### src/rtl/index_lut_ctrl.sv
// Sequencer for the four-bank index ROM: issues `count` row reads from a base address
// and streams the retimed rows through a 4-deep valid/ready FIFO. Optional INDEX_LUT_CTRL_ABORT_EN adds `abort`.
module index_lut_ctrl #(
  parameter int ADDR_W = 9,
  parameter int DATA_W = 8
) (
  input  logic              clk,
  input  logic              rst_n,
  input  logic              start,
  input  logic              angle_or_planar,
  input  logic [ADDR_W-1:0] base_addr,
  input  logic [5:0]        count,
  output logic              lut_rden,
  output logic [ADDR_W-1:0] lut_addr,
  input  logic [DATA_W-1:0] lut_q1,
  input  logic [DATA_W-1:0] lut_q2,
  input  logic [DATA_W-1:0] lut_q3,
  input  logic [DATA_W-1:0] lut_q4,
  output logic              out_valid,
  input  logic              out_ready,
  output logic [DATA_W-1:0] out_idx1,
  output logic [DATA_W-1:0] out_idx2,
  output logic [DATA_W-1:0] out_idx3,
  output logic [DATA_W-1:0] out_idx4,
  output logic              out_last,
  output logic              busy,
  output logic              done
`ifdef INDEX_LUT_CTRL_ABORT_EN
  ,
  input  logic              abort
`endif
);

  typedef enum logic [1:0] {IDLE = 2'd0, ISSUE = 2'd1, DRAIN = 2'd2} state_t;

  state_t              state_r, state_s, fsm_next_s;
  logic                planar_r;
  logic [ADDR_W-1:0]   base_r;
  logic [6:0]          count_r, row_r;
  logic                s1_v_r, s1_planar_r, s1_last_r;
  logic                s2_v_r, s2_planar_r, s2_last_r;
  logic [4*DATA_W-1:0] data_mem_r [4];
  logic [3:0]          last_mem_r;
  logic [1:0]          wr_ptr_r, rd_ptr_r;
  logic [2:0]          occ_r;
  logic                lut_rden_r;
  logic [ADDR_W-1:0]   lut_addr_r;
  logic                busy_r, done_r;
  logic                abort_s, accept_s, issue_s, last_issue_s, drained_s, done_s;
  logic                push_s, pop_s, room_s;
  logic [2:0]          pending_s;

`ifdef INDEX_LUT_CTRL_ABORT_EN
  assign abort_s = abort;
`else
  assign abort_s = 1'b0;
`endif

  // Occupancy plus in-flight reads bounds the FIFO, so it can never overflow.
  assign push_s    = s2_v_r;
  assign pop_s     = (occ_r != 3'd0) && out_ready;
  assign pending_s = occ_r + {2'b00, s1_v_r} + {2'b00, s2_v_r};
  assign room_s    = (pending_s < 3'd4);

  // Next-state and issue decision.
  always_comb begin
    fsm_next_s   = state_r;
    accept_s     = 1'b0;
    issue_s      = 1'b0;
    last_issue_s = 1'b0;
    drained_s    = 1'b0;
    case (state_r)
      IDLE: begin
        if (start) begin
          accept_s   = 1'b1;
          fsm_next_s = ISSUE;
        end else begin
          fsm_next_s = IDLE;
        end
      end
      ISSUE: begin
        issue_s      = room_s;
        last_issue_s = room_s && (row_r == (count_r - 7'd1));
        if (last_issue_s) begin
          fsm_next_s = DRAIN;
        end else begin
          fsm_next_s = ISSUE;
        end
      end
      DRAIN: begin
        // Done once the final beat leaves on this edge and nothing is still in flight.
        drained_s = !s1_v_r && !s2_v_r &&
                    ((occ_r == 3'd0) || ((occ_r == 3'd1) && pop_s));
        if (drained_s) begin
          fsm_next_s = IDLE;
        end else begin
          fsm_next_s = DRAIN;
        end
      end
      default: fsm_next_s = IDLE;
    endcase
    state_s = abort_s ? IDLE : fsm_next_s;
    done_s  = drained_s && !abort_s;
  end

  // FSM state, latched job parameters, row counter and status flags.
  always_ff @(posedge clk or negedge rst_n) begin
    if (!rst_n) begin
      state_r  <= IDLE;
      planar_r <= 1'b0;
      base_r   <= {ADDR_W{1'b0}};
      count_r  <= 7'd0;
      row_r    <= 7'd0;
      busy_r   <= 1'b0;
      done_r   <= 1'b0;
    end else begin
      state_r <= state_s;
      busy_r  <= (state_s != IDLE);
      done_r  <= done_s;
      if (accept_s && !abort_s) begin
        planar_r <= !angle_or_planar;
        base_r   <= base_addr;
        count_r  <= (count == 6'd0) ? 7'd64 : {1'b0, count};
        row_r    <= 7'd0;
      end else if (issue_s) begin
        row_r <= row_r + 7'd1;
      end
    end
  end

  // ROM request registers and the 2-stage {planar, last} tag pipeline.
  always_ff @(posedge clk or negedge rst_n) begin
    if (!rst_n) begin
      lut_rden_r  <= 1'b0;
      lut_addr_r  <= {ADDR_W{1'b0}};
      s1_v_r      <= 1'b0;
      s1_planar_r <= 1'b0;
      s1_last_r   <= 1'b0;
      s2_v_r      <= 1'b0;
      s2_planar_r <= 1'b0;
      s2_last_r   <= 1'b0;
    end else if (abort_s) begin
      lut_rden_r <= 1'b0;
      s1_v_r     <= 1'b0;
      s2_v_r     <= 1'b0;
    end else begin
      lut_rden_r  <= issue_s && !planar_r;
      s1_v_r      <= issue_s;
      s1_planar_r <= planar_r;
      s1_last_r   <= last_issue_s;
      s2_v_r      <= s1_v_r;
      s2_planar_r <= s1_planar_r;
      s2_last_r   <= s1_last_r;
      if (issue_s) begin
        lut_addr_r <= base_r + ADDR_W'(row_r);
      end
    end
  end

  // Output FIFO: stage-2 beats are written, head pops on valid & ready.
  always_ff @(posedge clk or negedge rst_n) begin
    if (!rst_n) begin
      wr_ptr_r   <= 2'd0;
      rd_ptr_r   <= 2'd0;
      occ_r      <= 3'd0;
      last_mem_r <= 4'd0;
      for (int i = 0; i < 4; i++) begin
        data_mem_r[i] <= {(4*DATA_W){1'b0}};
      end
    end else if (abort_s) begin
      wr_ptr_r <= 2'd0;
      rd_ptr_r <= 2'd0;
      occ_r    <= 3'd0;
    end else begin
      if (push_s) begin
        data_mem_r[wr_ptr_r] <= s2_planar_r ? {(4*DATA_W){1'b0}} : {lut_q4, lut_q3, lut_q2, lut_q1};
        last_mem_r[wr_ptr_r] <= s2_last_r;
        wr_ptr_r             <= wr_ptr_r + 2'd1;
      end
      if (pop_s) begin
        rd_ptr_r <= rd_ptr_r + 2'd1;
      end
      occ_r <= occ_r + {2'b00, push_s} - {2'b00, pop_s};
    end
  end

  assign lut_rden  = lut_rden_r;
  assign lut_addr  = lut_addr_r;
  assign busy      = busy_r;
  assign done      = done_r;
  assign out_valid = (occ_r != 3'd0);
  assign out_last  = last_mem_r[rd_ptr_r];
  assign out_idx1  = data_mem_r[rd_ptr_r][DATA_W-1:0];
  assign out_idx2  = data_mem_r[rd_ptr_r][2*DATA_W-1:DATA_W];
  assign out_idx3  = data_mem_r[rd_ptr_r][3*DATA_W-1:2*DATA_W];
  assign out_idx4  = data_mem_r[rd_ptr_r][4*DATA_W-1:3*DATA_W];

endmodule

### config.mk
export PLATFORM = sky130hd
export DESIGN_NAME = index_lut_ctrl
export DESIGN_NICKNAME = d
export VERILOG_FILES = /design/src/rtl/index_lut_ctrl.sv
export SDC_FILE = /design/constraint.sdc
export NUM_CORES = 1
export LEC_CHECK = 0
export CELL_PAD_IN_SITES_DETAIL_PLACEMENT = 0
export CELL_PAD_IN_SITES_GLOBAL_PLACEMENT = 1
export CORE_MARGIN = 2
export CORE_UTILIZATION = 41
export CTS_BUF_LIST = sky130_fd_sc_hd__clkbuf_8
export CTS_CLUSTER_DIAMETER = 150
export DETAILED_ROUTE_END_ITERATION = 10
export GPL_TIMING_DRIVEN = 0
export PLACE_DENSITY_LB_ADDON = 0.1
export RECOVER_POWER = 50
export SYNTH_ARGS = -nofsm -noshare
export SYNTH_HDL_FRONTEND = slang
export SYNTH_SLANG_ARGS = --single-unit
### constraint.sdc
create_clock -name clk -period 2.25 [get_ports clk]
set_clock_uncertainty 0.05 [all_clocks]
set_input_delay 0.3375 -clock clk [delete_from_list [all_inputs] [get_ports clk]]
set_output_delay 0.3375 -clock clk [all_outputs]
set_load 0.01 [all_outputs]
==> qor.csv <==
metric,value,unit
status,finished with violations,
violations,"capacitance limit, slew limit",
netlist_area,8100,um^2
fillCellCount,1823,
clock_latency,460,ps
min_period,2240,ps
setup_viol,0,
p_leak,4.56,nW
place_ws,-480,ps
worstPathRequired,1860,ps
dp_hpwl,13900,um
synth-seq-cells,183,
cts_root_buf,clkbuf_8,
drt_iter0_drc,364,
min_delay_path_depth,0,
syn-instance-count,756,
grt_setup_unrepaired,true,
h-tree-depth,4,
post-route-period-util,0.996,
drt-pass1-iter-count,5,
die_y,145,um
gp_congestion,0.822,
core-area,19400,um^2
rows,51,
slew_violations,111,
ctsLongestPathBuffers,2,
synth-compound-area-share,0.111,
grt_pass1_wl,33800,um
wl,20900,um
synth_fa_ha_area_frac,0.0296,
synth_nets,826,
final_common_cell,nand2_1,
antenna_found_initial,0,
arrival,1850,ps
synth_simple_gate_area_frac,0.140,
cts.clk_slew.worst_paths,90,ps
relSlewSlack,-0.0414,
insertedDiodeCount,0,
fin_nets,960,
final_cell_mix,"nand2_1, dfrtp_1, o21ai_0, clkdlybuf4s50_1",
crit_fanout,10,
end_kind,output port,
final_layout_size_suffix_gt1_frac,0.176,
io_pins,98,
peakVddDrop,0.618,mV
yosys_warnings,0,
start_util,0.418,
vias,6109,
cts_buffers,17,
max_freq,0.446,GHz
drv_cap,1,
ys_seq_area_frac,0.565,
die_area,20900,um^2
start_kind,flip-flop,
cts_tree,done,
grt.total_usage,0.215,
syn_area_per_cell,10.7,um^2
tns,0,ps
ys_types,40,
grt_pass1_vias,6494,
drc_errors,0,
viasPerCell,5.23,
power.density,1480,nW/um^2
hold_class,flip-flop to flip-flop,
hold_viol,0,
fin_ws,8.26,ps
die_width,145,um
crit_type,flip-flop to output port,
worst_pin_slew,1560,ps
wl_per_cell,17.9,um
synth_xor_area_frac,0.0270,
grt_max_degree,112,
clock-sinks,183,
r2r_slack,70,ps
r2r.worst_path.cells,9,
synth_top_family_by_area,simple AND/OR/NAND/NOR gates,
drtAntennaViolNets,0,
port_buffers,97,
grt_overflow,0,
synthMuxAreaShare,0.0985,
syn2layout_area_growth,23.9,%
[timing repair]
action | 4_1_cts | 5_1_grt
endpoints found under the hold margin | 110 | 0
endpoints found under the setup margin | 46 | 91
hold buffers | 1 | 0
resized for setup | 166 | 35
setup buffers | 14 | 4
pin swaps | 9 | 5
gates cloned | 1 | 0
[synthesized netlist by cell type, drive strengths merged]
cell type  instances  area [um^2]
o21a               6         45.0
o41ai              1         8.76
nor4               1         6.26
buf                8         33.8
a211oi             2         15.0
mux4              33          743
nand2b            33          206
mux2i              1         10.0
o31a               1         8.76
o21bai             1         7.51
mux2               4         45.0
or4                4         33.8
nand3              6         30.0
nor3b              2         20.0
o31ai              3         22.5
o22ai              1         6.26
nand3b             1         7.51
and2               2         12.5
o21ai            144          721
dfrtp            183         4580
or3                3         18.8
o221ai             1         8.76
clkbuf            39          146
ha                16          200
xnor2             13          114
fa                 2         40.0
xor2              12          105
nor2b              2         12.5
nand2            195          732
a21o               3         22.5
inv               14         52.6
a21oi              4         20.0
o211ai             2         15.0
nor2               9         33.8
nor3               4         20.0
[cell families (layout without fill, tap and decap cells)]
family | after synthesis | count (layout)
compound gates | 169 | 169
xor+xnor | 25 | 25
fa+ha+maj | 18 | 18
buf+inv | 61 | 208
flops | 183 | 183
mux | 38 | 38
simple gates | 262 | 262
[critical path: stages, from the launching register on]
cell      delay (ps)
dfrtp_2          390
buf_12           150
buf_12           160
mux4_2           540
clkbuf_2         150
[final cells by class]
class | instances | area [um^2] | area share
Buffer | 44 | 239 | 0.0238
Clock buffer | 18 | 248 | 0.0247
Clock inverter | 14 | 126 | 0.0126
Inverter | 14 | 52.6 | 0.00523
Multi-Input combinational cell | 512 | 3350 | 0.333
Sequential cell | 183 | 4580 | 0.457
Tap cell | 265 | 332 | 0.0330
Timing Repair Buffer | 118 | 1110 | 0.111
[state kept, by name (all words and copies together), names as in the netlist]
register	count
s2_last_r	1
state_r	2
rd_ptr_r	2
wr_ptr_r	2
s1_v_r	1
lut_addr	9
busy	1
push_s	1
s1_last_r	1
row_r	7
planar_r	1
last_mem_r	4
s2_planar_r	1
lut_rden	1
s1_planar_r	1
count_r	7
occ_r	3
done	1
base_r	9
data_mem_r	128
[worst paths after layout]
check / from / end
max in group asynchronous: rst_n / occ_r[1]
max: rd_ptr_r[0] / out_idx1[3]
max reg2reg: occ_r[2] / occ_r[2]
min: s1_planar_r / s2_planar_r
min reg2reg: s1_planar_r / s2_planar_r
min in group asynchronous: rst_n / data_mem_r[5]
[per-stage QoR]
| step | utilization | cell area [um^2] | hold slack, ps | total power (W) | std cells |
|---|---|---|---|---|---|
| final | 0.518 | 10000 | 302 | 0.0148 | 1168 |
| after global placement | 0.485 | 9410 | 288 | 0.0122 | 1118 |
| after global routing | 0.518 | 10000 | 311 | 0.0160 | 1168 |
| after CTS | 0.511 | 9920 | 306 | 0.0146 | 1165 |
| after floorplan | - | 8110 | -8.09 | 0.00956 | 756 |
| after detailed placement | 0.487 | 9450 | 290 | 0.0124 | 1119 |
[metal layers]
layer  vias to the layer above  GRT usage  wire (um)
li1                       2845          -          -
met1                      3062      0.288       9040
met2                       181      0.353      10400
met3                        21     0.0457       1160
met4                         0     0.0659        318
met5                         -          0          0
[power by group]
| part | total (W) | leakage, nW | switching [W] | internal (W) |
|---|---|---|---|---|
| Sequential | 0.00556 | 2.32 | 0.000866 | 0.00470 |
| Combinational | 0.00714 | 2.05 | 0.00369 | 0.00345 |
| Clock | 0.00214 | 0.190 | 0.00123 | 0.000913 |
| Total | 0.0148 | 4.56 | 0.00578 | 0.00906 |
Power figures use the tool's default switching activity.
